==> src/rtl/p2s_pkg.sv <==
// Shared types and helpers for the ADC-sample parallel-to-serial channel scheduler.
package p2s_pkg;

  typedef enum logic [1:0] {
    ST_IDLE = 2'd0,
    ST_LOAD = 2'd1,
    ST_SLOT = 2'd2
  } p2s_state_e;

  localparam int P2S_SLOT_LEN_DEFAULT = 16;

  function automatic int ch_w(input int n);
    return (n <= 2) ? 1 : $clog2(n);
  endfunction

  // Counter must be able to hold SLOT_LEN-1; one spare bit keeps the compare simple.
  function automatic int cnt_w(input int slot_len);
    return (slot_len <= 1) ? 1 : $clog2(slot_len + 1);
  endfunction

endpackage

==> src/rtl/p2s_rr_arbiter.sv <==
// Combinational round-robin arbiter: first requester at or after ptr, searching upward with wrap.
module p2s_rr_arbiter
  import p2s_pkg::*;
#(
  parameter  int NUM_CH = 4,
  localparam int CH_W   = ch_w(NUM_CH)
) (
  input  logic [NUM_CH-1:0] req,
  input  logic [CH_W-1:0]   ptr,
  output logic [CH_W-1:0]   grant,
  output logic              grant_valid
);

  logic [2*NUM_CH-1:0] req_dbl;
  logic [2*NUM_CH-1:0] req_shift;
  logic [NUM_CH-1:0]   req_rot;
  logic [CH_W-1:0]     offset;
  logic [CH_W:0]       sum;

  always_comb begin
    req_dbl     = {req, req};
    req_shift   = req_dbl >> ptr;
    req_rot     = req_shift[NUM_CH-1:0];
    offset      = '0;
    grant_valid = 1'b0;
    for (int unsigned i = 0; i < NUM_CH; i++) begin
      if (!grant_valid && req_rot[i]) begin
        grant_valid = 1'b1;
        offset      = CH_W'(i);
      end
    end
    // Map the rotated offset back to an absolute channel index.
    sum = {1'b0, ptr} + {1'b0, offset};
    if (sum >= (CH_W+1)'(NUM_CH)) begin
      sum = sum - (CH_W+1)'(NUM_CH);
    end
    grant = sum[CH_W-1:0];
  end

endmodule

==> src/rtl/p2s_channel_scheduler.sv <==
// Round-robin scheduler sharing one serializer between NUM_CH sample sources.
// Runs on the serializer bit clock; all state updates on the falling edge.
module p2s_channel_scheduler
  import p2s_pkg::*;
#(
  parameter  int NUM_CH   = 4,
  parameter  int DATA_W   = 8,
  parameter  int SLOT_LEN = P2S_SLOT_LEN_DEFAULT,
  localparam int CH_W     = ch_w(NUM_CH)
) (
  input  logic                     clk,
  input  logic                     reset,
  input  logic                     en,
  input  logic [NUM_CH-1:0]        ch_req,
  input  logic [NUM_CH*DATA_W-1:0] ch_data,
  output logic [NUM_CH-1:0]        ch_ack,
  output logic [DATA_W-1:0]        data_out,
  output logic                     trans_enable,
  output logic [CH_W-1:0]          cur_ch,
  output logic                     busy
);

  localparam int              CNT_W    = cnt_w(SLOT_LEN);
  localparam logic [CNT_W-1:0] CNT_LAST = CNT_W'(SLOT_LEN - 1);

  p2s_state_e        state_q, state_d;
  logic [CNT_W-1:0]  slot_cnt_q, slot_cnt_d;
  logic [CH_W-1:0]   rr_ptr_q, rr_ptr_d;
  logic [CH_W-1:0]   cur_ch_q, cur_ch_d;
  logic [DATA_W-1:0] data_out_q, data_out_d;
  logic [NUM_CH-1:0] ch_ack_q, ch_ack_d;
  logic              trans_enable_q, trans_enable_d;
  logic              busy_q, busy_d;

  logic [CH_W-1:0]   grant;
  logic              grant_valid;
  logic              slot_last;
  logic              do_grant;
  logic [DATA_W-1:0] ch_sample [NUM_CH];

  p2s_rr_arbiter #(
    .NUM_CH (NUM_CH)
  ) u_arb (
    .req         (ch_req),
    .ptr         (rr_ptr_q),
    .grant       (grant),
    .grant_valid (grant_valid)
  );

  always_comb begin
    for (int unsigned i = 0; i < NUM_CH; i++) begin
      ch_sample[i] = ch_data[i*DATA_W +: DATA_W];
    end
  end

  // A grant can be made from IDLE, or on the last slot cycle for gapless back-to-back frames.
  always_comb begin
    slot_last = (state_q == ST_SLOT) && (slot_cnt_q == CNT_LAST);
    do_grant  = en && grant_valid && ((state_q == ST_IDLE) || slot_last);
  end

  always_ff @(negedge clk or negedge reset) begin
    if (!reset) begin
      state_q        <= ST_IDLE;
      slot_cnt_q     <= '0;
      rr_ptr_q       <= '0;
      cur_ch_q       <= '0;
      data_out_q     <= '0;
      ch_ack_q       <= '0;
      trans_enable_q <= 1'b0;
      busy_q         <= 1'b0;
    end else begin
      state_q        <= state_d;
      slot_cnt_q     <= slot_cnt_d;
      rr_ptr_q       <= rr_ptr_d;
      cur_ch_q       <= cur_ch_d;
      data_out_q     <= data_out_d;
      ch_ack_q       <= ch_ack_d;
      trans_enable_q <= trans_enable_d;
      busy_q         <= busy_d;
    end
  end

  always_comb begin
    state_d = state_q;
    unique case (state_q)
      ST_IDLE: if (do_grant) state_d = ST_LOAD;
      ST_LOAD: state_d = ST_SLOT;
      ST_SLOT: if (slot_last) state_d = do_grant ? ST_LOAD : ST_IDLE;
      default: state_d = ST_IDLE;
    endcase
  end

  // Outputs are registered: values computed here appear after the edge that leaves state_q.
  always_comb begin
    slot_cnt_d     = slot_cnt_q;
    rr_ptr_d       = rr_ptr_q;
    cur_ch_d       = cur_ch_q;
    data_out_d     = data_out_q;
    ch_ack_d       = '0;
    trans_enable_d = 1'b0;
    busy_d         = (state_d != ST_IDLE);

    if (do_grant) begin
      data_out_d      = ch_sample[grant];
      cur_ch_d        = grant;
      ch_ack_d[grant] = 1'b1;
    end

    unique case (state_q)
      ST_LOAD: begin
        trans_enable_d = 1'b1;
        slot_cnt_d     = CNT_W'(1);
        rr_ptr_d       = (cur_ch_q == CH_W'(NUM_CH - 1)) ? '0 : cur_ch_q + 1'b1;
      end
      ST_SLOT: begin
        slot_cnt_d = slot_last ? '0 : slot_cnt_q + 1'b1;
      end
      default: slot_cnt_d = '0;
    endcase
  end

  assign ch_ack       = ch_ack_q;
  assign data_out     = data_out_q;
  assign trans_enable = trans_enable_q;
  assign cur_ch       = cur_ch_q;
  assign busy         = busy_q;

endmodule

==> config.mk <==
export PLATFORM = sky130hd
export DESIGN_NAME = p2s_channel_scheduler
export DESIGN_NICKNAME = d
export VERILOG_FILES = /design/src/rtl/p2s_pkg.sv /design/src/rtl/p2s_rr_arbiter.sv /design/src/rtl/p2s_channel_scheduler.sv
export SDC_FILE = /design/constraint.sdc
export NUM_CORES = 1
export LEC_CHECK = 0
export CAP_MARGIN = 20
export CORE_ASPECT_RATIO = 0.75
export CORE_UTILIZATION = 39
export CTS_BUF_LIST = sky130_fd_sc_hd__clkbuf_4 sky130_fd_sc_hd__clkbuf_8 sky130_fd_sc_hd__clkbuf_16
export DETAILED_ROUTE_END_ITERATION = 6
export GPL_TIMING_DRIVEN = 1
export PLACE_DENSITY = 0.87
export SLEW_MARGIN = 20
export SYNTH_ARGS = -nofsm -noshare
export SYNTH_HDL_FRONTEND = slang
export SYNTH_HIERARCHICAL = 1
export SYNTH_SLANG_ARGS = --single-unit
==> constraint.sdc <==
create_clock -name clk -period 2.5 [get_ports clk]
set_clock_uncertainty 0.2 [all_clocks]
set_input_delay 0.25 -clock clk [delete_from_list [all_inputs] [get_ports clk]]
set_output_delay 0.25 -clock clk [all_outputs]
set_load 0.05 [all_outputs]
==> impl.org <==
** Floorplanning
- Core region area :: 3401 um2
- In this run the count of I/O pins placed on the die edge is 55.
- Cell Rows :: 18
- From left edge to right edge, the die measures 72.26 um.
- Initial standard-cell utilization of the core :: 0.4246
- In this run the vertical extent of the chip is ~55 um.
- The die covers around 4000 um2.

** Timing
- Final setup violation count :: 33
- Setup repair after global routing could not meet its margin everywhere.
- Fin. max-slew vios :: 0
- Hold Worst Slack :: about 0.31 ns
- Headroom to the max-slew limit came out at 0.6554.
- Slew @ Worst Pin :: 0.5115 ns
- Across all setup checks in the final design, the least slack found is -1.041 ns.
- The final number of hold-violating endpoints came to 0.

** Yosys
- When the netlist entered floorplanning its net count stood at 164.
- The synthesized netlist contains 36 unique library cells.
- The cell count after synthesis came out at around 120.
- Register bit total from synthesis :: 25
- For this run, the register share of the synthesized area comes to 0.4333.
- The mapped netlist covers 1444 um2.
- The share of synthesized area in the top cell type comes to 0.4333.
- After synthesis, the cell types taking the most area are sky130_fd_sc_hd__dfrtn_1, sky130_fd_sc_hd__mux4_2, sky130_fd_sc_hd__ha_1.
- Number of synthesis warnings :: 6
- In the synthesized netlist the dominant register cell turns out to be sky130_fd_sc_hd__dfrtn_1.
- sky130_fd_sc_hd__dfrtn_1 takes more of the synthesized area than any other cell.
- Synthesized area divided by synthesized cell count :: 12.24 um2
- Share of synthesized flip-flops with an asynchronous set or reset :: 1.000
- Counting flops with a built-in enable in the synthesized netlist gives 0.

** Route
- The final route contains 1,313 vias.
- The final layout contains routed wiring with a total length of between 4000 and 5000 um.
- In this run, the number of DRC markers left after iteration 0 of detailed routing was 55.
- Post-detailed-route wirelength per cell :: 18.28 um
- Number of iterations in the first detailed-routing pass :: 4
- Number of nets with antenna violations after routing :: 0
- For this run, design rule violations remaining after detail routing come to 0.
- Via/cell ratio :: 5.316

** Flow run
- Max-cap violations in this run came to 0.

** Layout
- In the final design database the tool counted 244 nets.
- From synthesis to final layout, the design area changed by 85.01%.
- Registers take 625.6 um2.
- Multi-input gate area :: 952.2 um2
- Diodes inserted :: 0
- Counting the fill cells in the layout gives 188.
- In the final layout, the share of cells above drive strength 1 is 0.4721.

** CTS
- At the later pin of the worst-skew pair, clock insertion delay measures 0.28 ns.
- Root Driver :: sky130_fd_sc_hd__clkbuf_8
- Hold repair after CTS inserted 0 buffers.
- Count of clock tree sinks :: 25
- CTS Buffer Depth :: 2
- Register clock-pin slew on the reported worst setup and hold paths :: roughly 0.060 ns
- Number of buffers created by CTS :: 3
- TritonCTS clock tree :: built
- Number of H-tree levels :: 1

** Critical path
- Data on the critical path is required at its endpoint by 1.17 ns.
- The worst setup path is captured at a flip-flop.
- Of all nets on the critical path, the largest fanout is 5.
- The critical path is of the in2reg type.
- Data arrives at the worst endpoint at 2.21 ns.
- Kind of launch point of the worst setup path :: input port

** Place
- The count of buffers added on input and output ports is 54.
- Pre-CTS setup slack :: -2.026 ns
- Placer's final routability congestion estimate :: 0.7385
- Detailed placement ended at an HPWL of ~3000 um.

** Power
- The analysis attributes to cell leakage a power of about 1.2 nW.
- VDD sags by at most 0.0008446 V.
- Power per standard cell area :: 1439 nW/um2

** GRT
- The number of global-route vias before repair is roughly 1,400.
- Initial antenna violation count :: 0
- The first global-routing pass estimated just under 7000 um of wire.
- Maximum number of pins on one net before global-route repair :: 26
- Across every metal layer, demand over resource in global routing totals 0.2417.
- GR Overflow Total :: 0

** Status
- Outcome :: finished with violations
- Failing checks :: negative setup slack

** Min path
- The path class of the tightest hold or removal check is reg2reg.
[registers in the layout, summed over array words and instances, names as in the netlist]
signal	cells
slot_cnt_q	5
trans_enable	1
data_out	8
cur_ch	2
state_q	2
busy	1
rr_ptr_q	2
ch_ack	4
[per-stage QoR]
stage | area [um2] | setup TNS, ns | utilization | cells | power, mW
finish | 2671 | -13.89 | 0.7855 | 247 | 3.845
global route | 2671 | -14.93 | 0.7855 | 247 | 3.985
CTS | 2580 | -12.39 | 0.7586 | 243 | 3.657
detailed placement | 2310 | -27.77 | 0.6792 | 229 | 3.013
global placement | 2310 | -24.59 | 0.6792 | 229 | 2.895
floorplan | 1491 | -11.98 | - | 118 | 2.141
[cells in the final DEF, fill, tap and decap left out, drive strengths merged]
cell type       n
nand2b          3
mux2           10
o22a            2
xnor2           4
xor2            1
o21ai           3
o211ai          1
clkbuf          4
and3            4
dlygate4sd2     1
nor4            1
nor3            2
mux4            8
a211oi          1
inv             6
nor2           12
nor3b           1
ha              7
o21bai          1
buf            45
o22ai           2
mux2i           1
a21oi           3
or2b            1
o41ai           1
clkdlybuf4s50  33
nand3           3
a31oi           1
nand2           7
a211o           1
or3             1
o21a            1
dfrtn          25
[cell type report]
cell class,count,share of cell area
Clock buffer,4,0.01827
Tap cell,50,0.02342
Multi-Input combinational cell,83,0.3564
Sequential cell,25,0.2342
Timing Repair Buffer,79,0.3583
Inverter,6,0.009368
[cells by family (layout without fill, tap and decap cells)]
| kind of cell | after synthesis | count (layout) | synth area share |
|---|---|---|---|
| AO/OA/AOI/OAI | 17 | 17 | 0.09706 |
| XOR/XNOR | 4 | 5 | 0.02427 |
| adder cells (fa/ha/maj) | 7 | 7 | 0.06066 |
| buffers and inverters | 11 | 89 | 0.04159 |
| flip-flops | 25 | 25 | 0.4333 |
| multiplexers | 19 | 19 | 0.2175 |
| AND/OR/NAND/NOR | 35 | 35 | 0.1257 |
[synthesized netlist by cell type (2+ instances only)]
cell / instances
sky130_fd_sc_hd__a21oi_1: 3
sky130_fd_sc_hd__and3_1: 2
sky130_fd_sc_hd__and3_2: 2
sky130_fd_sc_hd__buf_2: 3
sky130_fd_sc_hd__buf_6: 2
sky130_fd_sc_hd__dfrtn_1: 25
sky130_fd_sc_hd__ha_1: 7
sky130_fd_sc_hd__inv_1: 6
sky130_fd_sc_hd__mux2_2: 7
sky130_fd_sc_hd__mux2_4: 3
sky130_fd_sc_hd__mux4_2: 8
sky130_fd_sc_hd__nand2_1: 7
sky130_fd_sc_hd__nand2b_1: 3
sky130_fd_sc_hd__nand3_1: 2
sky130_fd_sc_hd__nor2_1: 12
sky130_fd_sc_hd__nor3_1: 2
sky130_fd_sc_hd__o21ai_0: 3
sky130_fd_sc_hd__xnor2_1: 3
[critical path, cell delays in order]
cell and delay, ns:
sky130_fd_sc_hd__buf_8 0.11, sky130_fd_sc_hd__nor2_4 0.13, sky130_fd_sc_hd__nor4_2 0.06, sky130_fd_sc_hd__a21oi_1 0.15, sky130_fd_sc_hd__o211ai_1 0.17, sky130_fd_sc_hd__ha_4 0.22, sky130_fd_sc_hd__xnor2_4 0.28, sky130_fd_sc_hd__xnor2_4 0.21
sky130_fd_sc_hd__mux4_2 0.36, sky130_fd_sc_hd__mux2_4 0.27
[where the power goes]
part | switching, mW | internal, mW | total [mW]
clock network | 0.125 | 0.125 | 0.250
logic | 1.29 | 1.53 | 2.82
registers | 0.193 | 0.582 | 0.774
[metal layers]
layer  track usage  up-vias  part of all wire  wire, um
met5             0        -                 0         0
met4        0.1111        0             0.033       151
met3       0.04972       16             0.050       225
met2        0.4782       63              0.55      2477
met1        0.2529      646              0.37      1660
li1              -      588                 -         -
[timing repair]
item | in CTS | in global routing
gates cloned | 1 | 0
pin swaps | 10 | 7
buffers inserted | 11 | 6
gates resized for setup | 52 | 15
setup endpoints to repair | 33 | 33
[worst paths after layout]
path / start / to / slack, ns / depth (start not counted)
worst max-delay path: ch_req[1] / data_out[4] / -1.04 / 10
worst min-delay path: slot_cnt_q[0] / slot_cnt_q[0] / 0.31 / 2
worst max register to register: rr_ptr_q[0] / data_out[4] / -0.30 / 9
worst min register to register: slot_cnt_q[0] / slot_cnt_q[0] / 0.31 / 2
max in group asynchronous: reset / state_q[0] / 0.66 / 2
min in group asynchronous: reset / ch_ack[1] / 1.26 / 2
Note: power is estimated with default switching activity, not from simulation.
